==> src/rtl/wcu_pkg.sv <==
// Shared types and helpers for the multi-shot weapons control unit.
// Contents:
//   StateW        - width of the FSM state encoding
//   wcu_state_e   - FSM states: IDLE=0, LOCKED=1, FIRING=2, COOLDOWN=3, EMPTY=4
//   salvo_len()   - clamps a requested salvo to [1, remaining]
package wcu_pkg;

  localparam int unsigned StateW = 3;

  typedef enum logic [StateW-1:0] {
    StIdle     = 3'd0,
    StLocked   = 3'd1,
    StFiring   = 3'd2,
    StCooldown = 3'd3,
    StEmpty    = 3'd4
  } wcu_state_e;

  // A zero salvo request still releases one missile; never exceed the inventory.
  function automatic int unsigned salvo_len(input int unsigned size,
                                            input int unsigned remaining);
    int unsigned s;
    s = (size == 0) ? 1 : size;
    return (s > remaining) ? remaining : s;
  endfunction

endpackage

==> src/rtl/weapons_control_unit_mc_if.sv <==
// Bus between the targeting/launcher side and the weapons control unit.
// Build option: WCU_ARM_INTERLOCK_EN adds the master_arm signal.
// Signals:
//   target_locked, fire_command, salvo_size, reload_req (, master_arm) - commands to the unit
//   reload_ack, launch_missile, remaining_missiles, wcu_state           - unit status
// Modports:
//   master - the commanding side (drives commands, observes status)
//   slave  - the weapons control unit
interface weapons_control_unit_mc_if #(
  parameter int unsigned CNT_W   = 4,
  parameter int unsigned SALVO_W = 3
);
  import wcu_pkg::*;

  logic               target_locked;
  logic               fire_command;
  logic [SALVO_W-1:0] salvo_size;
  logic               reload_req;
`ifdef WCU_ARM_INTERLOCK_EN
  logic               master_arm;
`endif
  logic               reload_ack;
  logic               launch_missile;
  logic [CNT_W-1:0]   remaining_missiles;
  logic [StateW-1:0]  wcu_state;

  modport master (
`ifdef WCU_ARM_INTERLOCK_EN
    output master_arm,
`endif
    output target_locked,
    output fire_command,
    output salvo_size,
    output reload_req,
    input  reload_ack,
    input  launch_missile,
    input  remaining_missiles,
    input  wcu_state
  );

  modport slave (
`ifdef WCU_ARM_INTERLOCK_EN
    input  master_arm,
`endif
    input  target_locked,
    input  fire_command,
    input  salvo_size,
    input  reload_req,
    output reload_ack,
    output launch_missile,
    output remaining_missiles,
    output wcu_state
  );

endinterface

==> src/rtl/wcu_cooldown_timer.sv <==
// Post-salvo cooldown down-counter.
// Ports:
//   clk  - rising-edge clock
//   rst  - asynchronous active-low reset (counter clears to 0)
//   load - reload the counter with CYCLES
//   en   - count down while the FSM sits in cooldown
//   done - high in the last cooldown cycle (counter at 1 while enabled)
module wcu_cooldown_timer #(
  parameter int unsigned CYCLES = 3
) (
  input  logic clk,
  input  logic rst,
  input  logic load,
  input  logic en,
  output logic done
);

  localparam int unsigned CntW = (CYCLES < 1) ? 1 : $clog2(CYCLES + 1);

  logic [CntW-1:0] cnt_q, cnt_d;

  always_comb begin
    cnt_d = cnt_q;
    if (load) begin
      cnt_d = CntW'(CYCLES);
    end else if (en && (cnt_q != '0)) begin
      cnt_d = cnt_q - CntW'(1);
    end
  end

  always_ff @(posedge clk or negedge rst) begin
    if (!rst) begin
      cnt_q <= '0;
    end else begin
      cnt_q <= cnt_d;
    end
  end

  assign done = en && (cnt_q == CntW'(1));

endmodule

==> src/rtl/weapons_control_unit_mc.sv <==
// Multi-shot weapons control unit: magazine inventory, programmable salvos,
// post-salvo cooldown and a reload handshake.
// Build option: WCU_ARM_INTERLOCK_EN gates firing on bus.master_arm; without it the
// unit behaves as permanently armed.
// Ports:
//   clk - rising-edge clock
//   rst - asynchronous active-low reset
//   bus - weapons_control_unit_mc_if.slave (commands in, registered status out)
module weapons_control_unit_mc
  import wcu_pkg::*;
#(
  parameter int unsigned MAX_MISSILES    = 8,
  parameter int unsigned CNT_W           = 4,
  parameter int unsigned SALVO_W         = 3,
  parameter int unsigned COOLDOWN_CYCLES = 3
) (
  input logic                       clk,
  input logic                       rst,
  weapons_control_unit_mc_if.slave  bus
);

  wcu_state_e         state_q, state_d;
  logic [CNT_W-1:0]   rem_q, rem_d;
  logic [SALVO_W-1:0] salvo_q, salvo_d;
  logic               launch_q, launch_d;
  logic               ack_q, ack_d;
  logic               cd_load, cd_en, cd_done;
  logic               armed;
  logic               fire_ok;

`ifdef WCU_ARM_INTERLOCK_EN
  assign armed = bus.master_arm;
`else
  assign armed = 1'b1;
`endif

  // Losing either lock or arm while firing aborts the salvo.
  assign fire_ok = bus.target_locked && armed;

  wcu_cooldown_timer #(
    .CYCLES (COOLDOWN_CYCLES)
  ) u_cooldown (
    .clk  (clk),
    .rst  (rst),
    .load (cd_load),
    .en   (cd_en),
    .done (cd_done)
  );

  // State and datapath registers.
  always_ff @(posedge clk or negedge rst) begin
    if (!rst) begin
      state_q  <= StIdle;
      rem_q    <= CNT_W'(MAX_MISSILES);
      salvo_q  <= '0;
      launch_q <= 1'b0;
      ack_q    <= 1'b0;
    end else begin
      state_q  <= state_d;
      rem_q    <= rem_d;
      salvo_q  <= salvo_d;
      launch_q <= launch_d;
      ack_q    <= ack_d;
    end
  end

  // Next-state logic.
  always_comb begin
    state_d = state_q;
    unique case (state_q)
      StIdle: begin
        if (rem_q == '0) begin
          state_d = StEmpty;
        end else if (bus.reload_req) begin
          state_d = StIdle;
        end else if (bus.target_locked) begin
          state_d = StLocked;
        end
      end
      StLocked: begin
        if (!bus.target_locked) begin
          state_d = StIdle;
        end else if (bus.fire_command && armed) begin
          state_d = StFiring;
        end
      end
      StFiring: begin
        if ((salvo_q == SALVO_W'(1)) || (rem_q == CNT_W'(1)) || !fire_ok) begin
          state_d = StCooldown;
        end
      end
      StCooldown: begin
        if (cd_done) begin
          if (rem_q == '0) begin
            state_d = StEmpty;
          end else if (bus.target_locked) begin
            state_d = StLocked;
          end else begin
            state_d = StIdle;
          end
        end
      end
      StEmpty: begin
        if (bus.reload_req) begin
          state_d = StIdle;
        end
      end
      default: state_d = StIdle;
    endcase
  end

  // Datapath and registered-output next values.
  always_comb begin
    rem_d   = rem_q;
    salvo_d = salvo_q;
    ack_d   = 1'b0;
    unique case (state_q)
      StIdle: begin
        if ((rem_q != '0) && bus.reload_req) begin
          rem_d = CNT_W'(MAX_MISSILES);
          ack_d = 1'b1;
        end
      end
      StLocked: begin
        if (state_d == StFiring) begin
          salvo_d = SALVO_W'(salvo_len(32'(bus.salvo_size), 32'(rem_q)));
        end
      end
      StFiring: begin
        // The launch in this cycle always counts, even when aborting.
        if (rem_q != '0) begin
          rem_d = rem_q - CNT_W'(1);
        end
        if (salvo_q != '0) begin
          salvo_d = salvo_q - SALVO_W'(1);
        end
      end
      StEmpty: begin
        if (bus.reload_req) begin
          rem_d = CNT_W'(MAX_MISSILES);
          ack_d = 1'b1;
        end
      end
      default: ;
    endcase
    launch_d = (state_d == StFiring);
    cd_load  = (state_q == StFiring) && (state_d == StCooldown);
    cd_en    = (state_q == StCooldown);
  end

  assign bus.wcu_state          = state_q;
  assign bus.remaining_missiles = rem_q;
  assign bus.launch_missile     = launch_q;
  assign bus.reload_ack         = ack_q;

endmodule

==> src/flat_wrapper.sv <==
// flat-port wrapper written by rule: the top's interface ports become plain ports
module weapons_control_unit_mc_flat import wcu_pkg::*;
#(
  parameter int unsigned MAX_MISSILES    = 8,
  parameter int unsigned CNT_W           = 4,
  parameter int unsigned SALVO_W         = 3,
  parameter int unsigned COOLDOWN_CYCLES = 3
)
  (clk, rst, bus_target_locked, bus_fire_command, bus_salvo_size, bus_reload_req, bus_reload_ack, bus_launch_missile, bus_remaining_missiles, bus_wcu_state);
  weapons_control_unit_mc_if #(.CNT_W(CNT_W), .SALVO_W(SALVO_W)) bus_i ();
  input logic clk;
  input logic rst;
  input wire logic [$bits(bus_i.target_locked)-1:0] bus_target_locked;
  input wire logic [$bits(bus_i.fire_command)-1:0] bus_fire_command;
  input wire logic [$bits(bus_i.salvo_size)-1:0] bus_salvo_size;
  input wire logic [$bits(bus_i.reload_req)-1:0] bus_reload_req;
  output wire logic [$bits(bus_i.reload_ack)-1:0] bus_reload_ack;
  output wire logic [$bits(bus_i.launch_missile)-1:0] bus_launch_missile;
  output wire logic [$bits(bus_i.remaining_missiles)-1:0] bus_remaining_missiles;
  output wire logic [$bits(bus_i.wcu_state)-1:0] bus_wcu_state;
  assign bus_i.target_locked = bus_target_locked;
  assign bus_i.fire_command = bus_fire_command;
  assign bus_i.salvo_size = bus_salvo_size;
  assign bus_i.reload_req = bus_reload_req;
  assign bus_reload_ack = bus_i.reload_ack;
  assign bus_launch_missile = bus_i.launch_missile;
  assign bus_remaining_missiles = bus_i.remaining_missiles;
  assign bus_wcu_state = bus_i.wcu_state;
  weapons_control_unit_mc #(.MAX_MISSILES(MAX_MISSILES), .CNT_W(CNT_W), .SALVO_W(SALVO_W), .COOLDOWN_CYCLES(COOLDOWN_CYCLES)) u_core (.clk(clk), .rst(rst), .bus(bus_i));
endmodule
==> config.mk <==
export PLATFORM = sky130hd
export DESIGN_NAME = weapons_control_unit_mc_flat
export DESIGN_NICKNAME = d
export VERILOG_FILES = /design/src/rtl/wcu_pkg.sv /design/src/rtl/weapons_control_unit_mc_if.sv /design/src/rtl/wcu_cooldown_timer.sv /design/src/rtl/weapons_control_unit_mc.sv /design/src/flat_wrapper.sv
export SDC_FILE = /design/constraint.sdc
export NUM_CORES = 1
export LEC_CHECK = 0
export ABC_AREA = 0
export CAP_MARGIN = 20
export CORE_MARGIN = 10
export CORE_UTILIZATION = 37
export CTS_CLUSTER_DIAMETER = 40
export CTS_CLUSTER_SIZE = 30
export DETAILED_ROUTE_END_ITERATION = 8
export PLACE_DENSITY = 0.57
export SLEW_MARGIN = 20
export SYNTH_ARGS = -nofsm -noshare
export SYNTH_HDL_FRONTEND = slang
export SYNTH_SLANG_ARGS = --single-unit
==> constraint.sdc <==
create_clock -name clk -period 4.1 [get_ports clk]
set_input_delay 1.025 -clock clk [delete_from_list [all_inputs] [get_ports clk]]
set_output_delay 1.025 -clock clk [all_outputs]
set_load 0.03 [all_outputs]
# Word-level counts from Yosys, hierarchy flattened
# Index checks and enable logic that the tools add are counted.
# totals
reg_bits,14
in_bits,8
out_inout_bits,9
elab_cells,67
# classes
n_addsub,3
n_lt_le_gt_ge,1
n_eq_ne,14
mux,25
n_reduce_logical,18
# op_table
operator,n
two-way mux 3 bit,13
case mux 3 bit (5 select lines),1
== test 3 x 2 -> 1 bit (second input constant),4
two-way mux 4 bit,3
case mux 4 bit (3 select lines),1
inequality test 2 x 1 -> 1 bit (second input constant),4
== test 3 x 1 -> 1 bit (second input constant),2
logical NOT 3 bit,2
case mux 3 bit (2 select lines),1
nonzero test 2 bit,3
nonzero test 3 bit,2
== test 4 x 1 -> 1 bit (second input constant),1
> comparator 3 x 4 -> 1 bit,1
logical AND 1 bit,4
logical NOT 4 bit,1
two-way mux 2 bit,2
AND reduction 4 bit,1
nonzero test 4 bit,1
subtractor 4 x 1 -> 4 bit (second input constant),1
== test 3 bit (second input constant),1
two-way mux 1 bit,3
AND reduction 3 bit,1
subtractor 3 x 1 -> 3 bit (second input constant),1
== test 2 x 1 -> 1 bit (second input constant),1
5 further kinds,6

# Depth between registers and ports, before layout
# logic_depth
ltp_word,8
mapped_depth,9
depth_no_buf,8

# By module
# From an unflattened synthesis, not the netlist that was laid out.
# unflattened
hier_cells,107
area_unflattened_um2,1016.0
# by_module_without_submodules
module,instances,cells_per_inst,area_each_um2,seq_area_each_um2
weapons_control_unit_mc,1,93,877.1,301.5
wcu_cooldown_timer,1,14,138.9,50.0

# Least setup slack after synthesis
# OpenSTA, ideal clock, no wires.
# synth_timing
path_kind,input to register
start,input bus_salvo_size[1]
end,register u_core.salvo_q[0]
setup_time_ps,119
arrival_time_ps,2256
required_time_ps,3981
setup_slack_ps,1725
stages,9
path_buffers,1
path_cell_list,nor2_1 -> nor2_1 -> ha_1 -> nand3_1 -> o21ai_0 -> or3_1 -> clkbuf_1 -> mux2i_1 -> o21a_1
# synth_between
elab_chain_cells,6
# synth_rtl
element,line,source
from (decl),flat_wrapper.sv:15,input wire logic [$bits(bus_i.salvo_size)-1:0] bus_salvo_size;
logical NOT 3 bit,wcu_pkg.sv:22,s = (size == 0) ? 1 : size;
two-way mux 3 bit *,wcu_pkg.sv:22,
> comparator 3 x 4 -> 1 bit,wcu_pkg.sv:23,return (s > remaining) ? remaining : s;
two-way mux 3 bit *,wcu_pkg.sv:23,
two-way mux 3 bit *,weapons_control_unit_mc.sv:125,if (state_d == StFiring) begin
case mux 3 bit (2 select lines) *,weapons_control_unit_mc.sv:117,unique case (state_q)
to (signal assigned),weapons_control_unit_mc.sv:61,salvo_q <= salvo_d;
to (decl),weapons_control_unit_mc.sv:24,"logic [SALVO_W-1:0] salvo_q, salvo_d;"
# Every way passes the cells marked *; elsewhere a longest branch is shown, timed or not. The select of a mux whose other input is x is not followed.
# A chain may end at the register's enable or synchronous reset.

# Worst setup path after layout
# layout_timing
start,input bus_salvo_size[1]
end,register u_core.salvo_q[1]
# The elaborated chain is that of the path after synthesis.

==> results.yml <==
yosys:
  ys_warn_count: 0
  postSynthAreaPerCell_um2: 9.02
  synthMuxAreaShare: 0.0305
  synth_seq_area_share: 0.358
  synth_top_family_by_area: "simple AND/OR/NAND/NOR gates"
  synth_cell_types: 34
  async_flop_share: 1.00
  synth_top_area_cell: "dfrtp_1"
  synthAdderAreaFrac: 0.127
  syn-num-nets: 127
  synth_xor_area_frac: 0.0356
  synth_seq_cells: 14
  yosys.area.top_type_share: 0.331
  syn-cell-area_um2: 983
  synthTopCellsByArea: "dfrtp_1 (33%), ha_1 (13%), inv_1 (5.0%), nand2_1 (3.8%), xnor2_1 (3.6%)"
  synth_compound_area_frac: 0.156
  synthSimpleGateAreaFrac: 0.214
  syn-instance-count: 109
  synth-main-ff-cell: "dfrtp_1"
  synth_edf_count: 0
timing:
  fin_tns_setup_ns: 0
  tightest_slew_ns: 0.662
  slew_headroom: 0.557
  rsz0062_at_grt: "false"
  fin_crit_ns: 2.68
  skew_ns: 0.00864
  period_share: 0.654
  drv_slew: 0
  setup_viol: 0
  fmax_mhz: 373
  fin_hold_ws_ns: 0.518
  finalHoldViolCount: 0
pwr:
  p_total_w: 0.000932
  p_leak_nw: 0.535
  ir_drop_mv: 0.438
  p_per_area_nw_per_um2: 784
cells_and_area:
  regArea_um2: 352
  multi_input_area_um2: 554
  finalNetCount: 143
  areaGrowthSynthToFinish_pct: 20.9
  fill_cells: 238
  n_antenna_cell: 0
  drive_above_1_share: 0.0887
  fin_util: 0.475
global_routing:
  grtUsageMet1: 0.115
  grtUsageMet3: 0.0275
  antenna_found_initial: 0
  grt_max_degree: 15
  grt_pass1_wl_um: 4020
  grtUsageTotal: 0.0947
  gr-max-usage-layer: "met2"
  overflow: 0
  grt_use_met2: 0.146
  grt_pass1_vias: 866
setup_path:
  r2r_end: "u_core.salvo_q[1]"
  r2r_cells: 7
  critPathLaunchType: "input pin"
  criticalPathCategory: "in2reg"
  cp-end-kind: "flip-flop"
  required_ns: 4.27
  reg2reg_slack_ns: 2.25
  cp-startpoint: "bus_salvo_size[1]"
  critPathCapture: "u_core.salvo_q[1]"
  regToRegStartpoint: "u_core.bus.remaining_missiles[1]"
  worstPathArrival_ns: 2.85
  crit_fanout: 3
clock_tree:
  cts_setup_buffers: 0
  cts_htree_levels: 1
  cts_buffer_depth: 2
  tritoncts: "done"
  cts_inserted_buffers: 3
  clk_latency_ns: 0.29
  cts_resized: 0
  path_clk_slew_ns: 0.10
  cts_root_buf: "clkbuf_4"
  ctsHoldBuffers: 0
  clkSinkCount: 14
floorplan:
  core-area_um2: 2500
  die_h_um: 71.6
  pin_count: 17
  die_w_um: 71.6
  rows: 18
  dieArea_um2: 5120
  initial_core_util: 0.393
routing:
  drt_pass1_iterations: 4
  vias_per_cell: 5.12
  vias: 789
  drt-initial-drc-count: 16
  avgRoutedWirePerCell_um: 14.3
  antenna_left: 0
  drc: 0
  wl_um: 2210
min_path:
  hp-class: "reg2reg"
  hold_depth: 2
placed_design:
  place.gp.congestion: 0.801
  hpwl_um: 1690
  port_buffers: 16
run_status:
  status: "complete, no violations"
job:
  cap_viol_max_count: 0
[kinds of logic after synthesis]
| kind of cell | Yosys count |
|---|---|
| xor+xnor | 4 |
| fa+ha+maj | 10 |
| flops | 14 |
| buf+inv | 18 |
| mux | 3 |
| compound gates | 20 |
| simple gates | 40 |
[final cells by class]
type                       instances  share of cell area
tap                               30              0.0316
sequential                        14               0.296
inverter                          13              0.0411
clock buffer                       4              0.0305
multi-input combinational         77               0.466
timing repair buffer              16               0.135
[flip-flops by register name (all words and copies together) (netlist names)]
register                       count
u_core.bus.wcu_state               3
u_core.bus.reload_ack              1
u_core.bus.launch_missile          1
u_core.bus.remaining_missiles      4
u_core.salvo_q                     3
u_core.u_cooldown.cnt_q            2
[cell usage in the layout, fill, tap and decap left out, drive strengths merged]
cell type,instances
a211oi,1
o211ai,2
nand2,10
o21ai,6
o2bb2ai,1
o22a,1
nor3,1
dfrtp,13
clkdlybuf4s50,16
o221ai,2
mux2i,3
a221oi,1
nor2,9
o31ai,1
nor4b,1
a21oi,3
nor4,1
o21a,1
nand4b,1
xnor2,4
nor2b,4
dfstp,1
clkbuf,4
nand3,6
or3b,1
inv,13
or3,3
ha,10
nand2b,3
a31oi,1
[per-stage QoR]
stage | cells | setup WS, ns | cell area [um2]
3_3_place_gp | 150 | 1.18 | 1150
6_report | 154 | 1.42 | 1190
5_1_grt | 154 | 1.30 | 1190
2_1_floorplan | 109 | 1.73 | 983
3_5_place_dp | 150 | 1.13 | 1150
4_1_cts | 154 | 1.42 | 1190
[critical path, cell delays in order]
cell	delay (ns)
clkdlybuf4s50_1	0.51
nor2_1	0.06
nor2_1	0.15
ha_1	0.26
nand3_1	0.07
o21ai_0	0.06
or3_1	0.39
mux2i_1	0.20
o221ai_1	0.12
[metal layers]
layer,share of wire,wire [um]
met3,0.053,116
met5,0,0
met4,0.014,31
met2,0.47,1040
met1,0.46,1020
[synth_stat cells (2+ instances only)]
master,count
a21oi_1,2
mux2i_1,3
inv_1,13
dfrtp_1,13
nor2b_1,3
ha_1,10
nor2_1,9
nand3_1,6
clkbuf_1,2
xnor2_1,4
o21ai_0,6
nand2b_1,3
o221ai_1,2
or3_1,3
nand2_1,10
buf_2,2
[worst min path at each step]
| stage | start | end | slack, ns |
|---|---|---|---|
| final | u_core.u_cooldown.cnt_q[1] | u_core.u_cooldown.cnt_q[1] | 0.52 |
| after global routing | u_core.u_cooldown.cnt_q[1] | u_core.u_cooldown.cnt_q[1] | 0.56 |
| after CTS | u_core.u_cooldown.cnt_q[1] | u_core.u_cooldown.cnt_q[1] | 0.51 |
| after detailed placement | u_core.u_cooldown.cnt_q[1] | u_core.u_cooldown.cnt_q[1] | 0.48 |
| after global placement | u_core.u_cooldown.cnt_q[1] | u_core.u_cooldown.cnt_q[1] | 0.49 |
| after floorplan | u_core.u_cooldown.cnt_q[1] | u_core.u_cooldown.cnt_q[1] | 0.46 |
[report_power, final]
part	switching (W)	total [W]	internal [W]
registers	0.0000824	0.000286	0.000203
clock network	0.0000510	0.000105	0.0000541
logic	0.000301	0.000541	0.000240
total	0.000434	0.000932	0.000497
No activity file was read; power rests on OpenSTA's default activity.
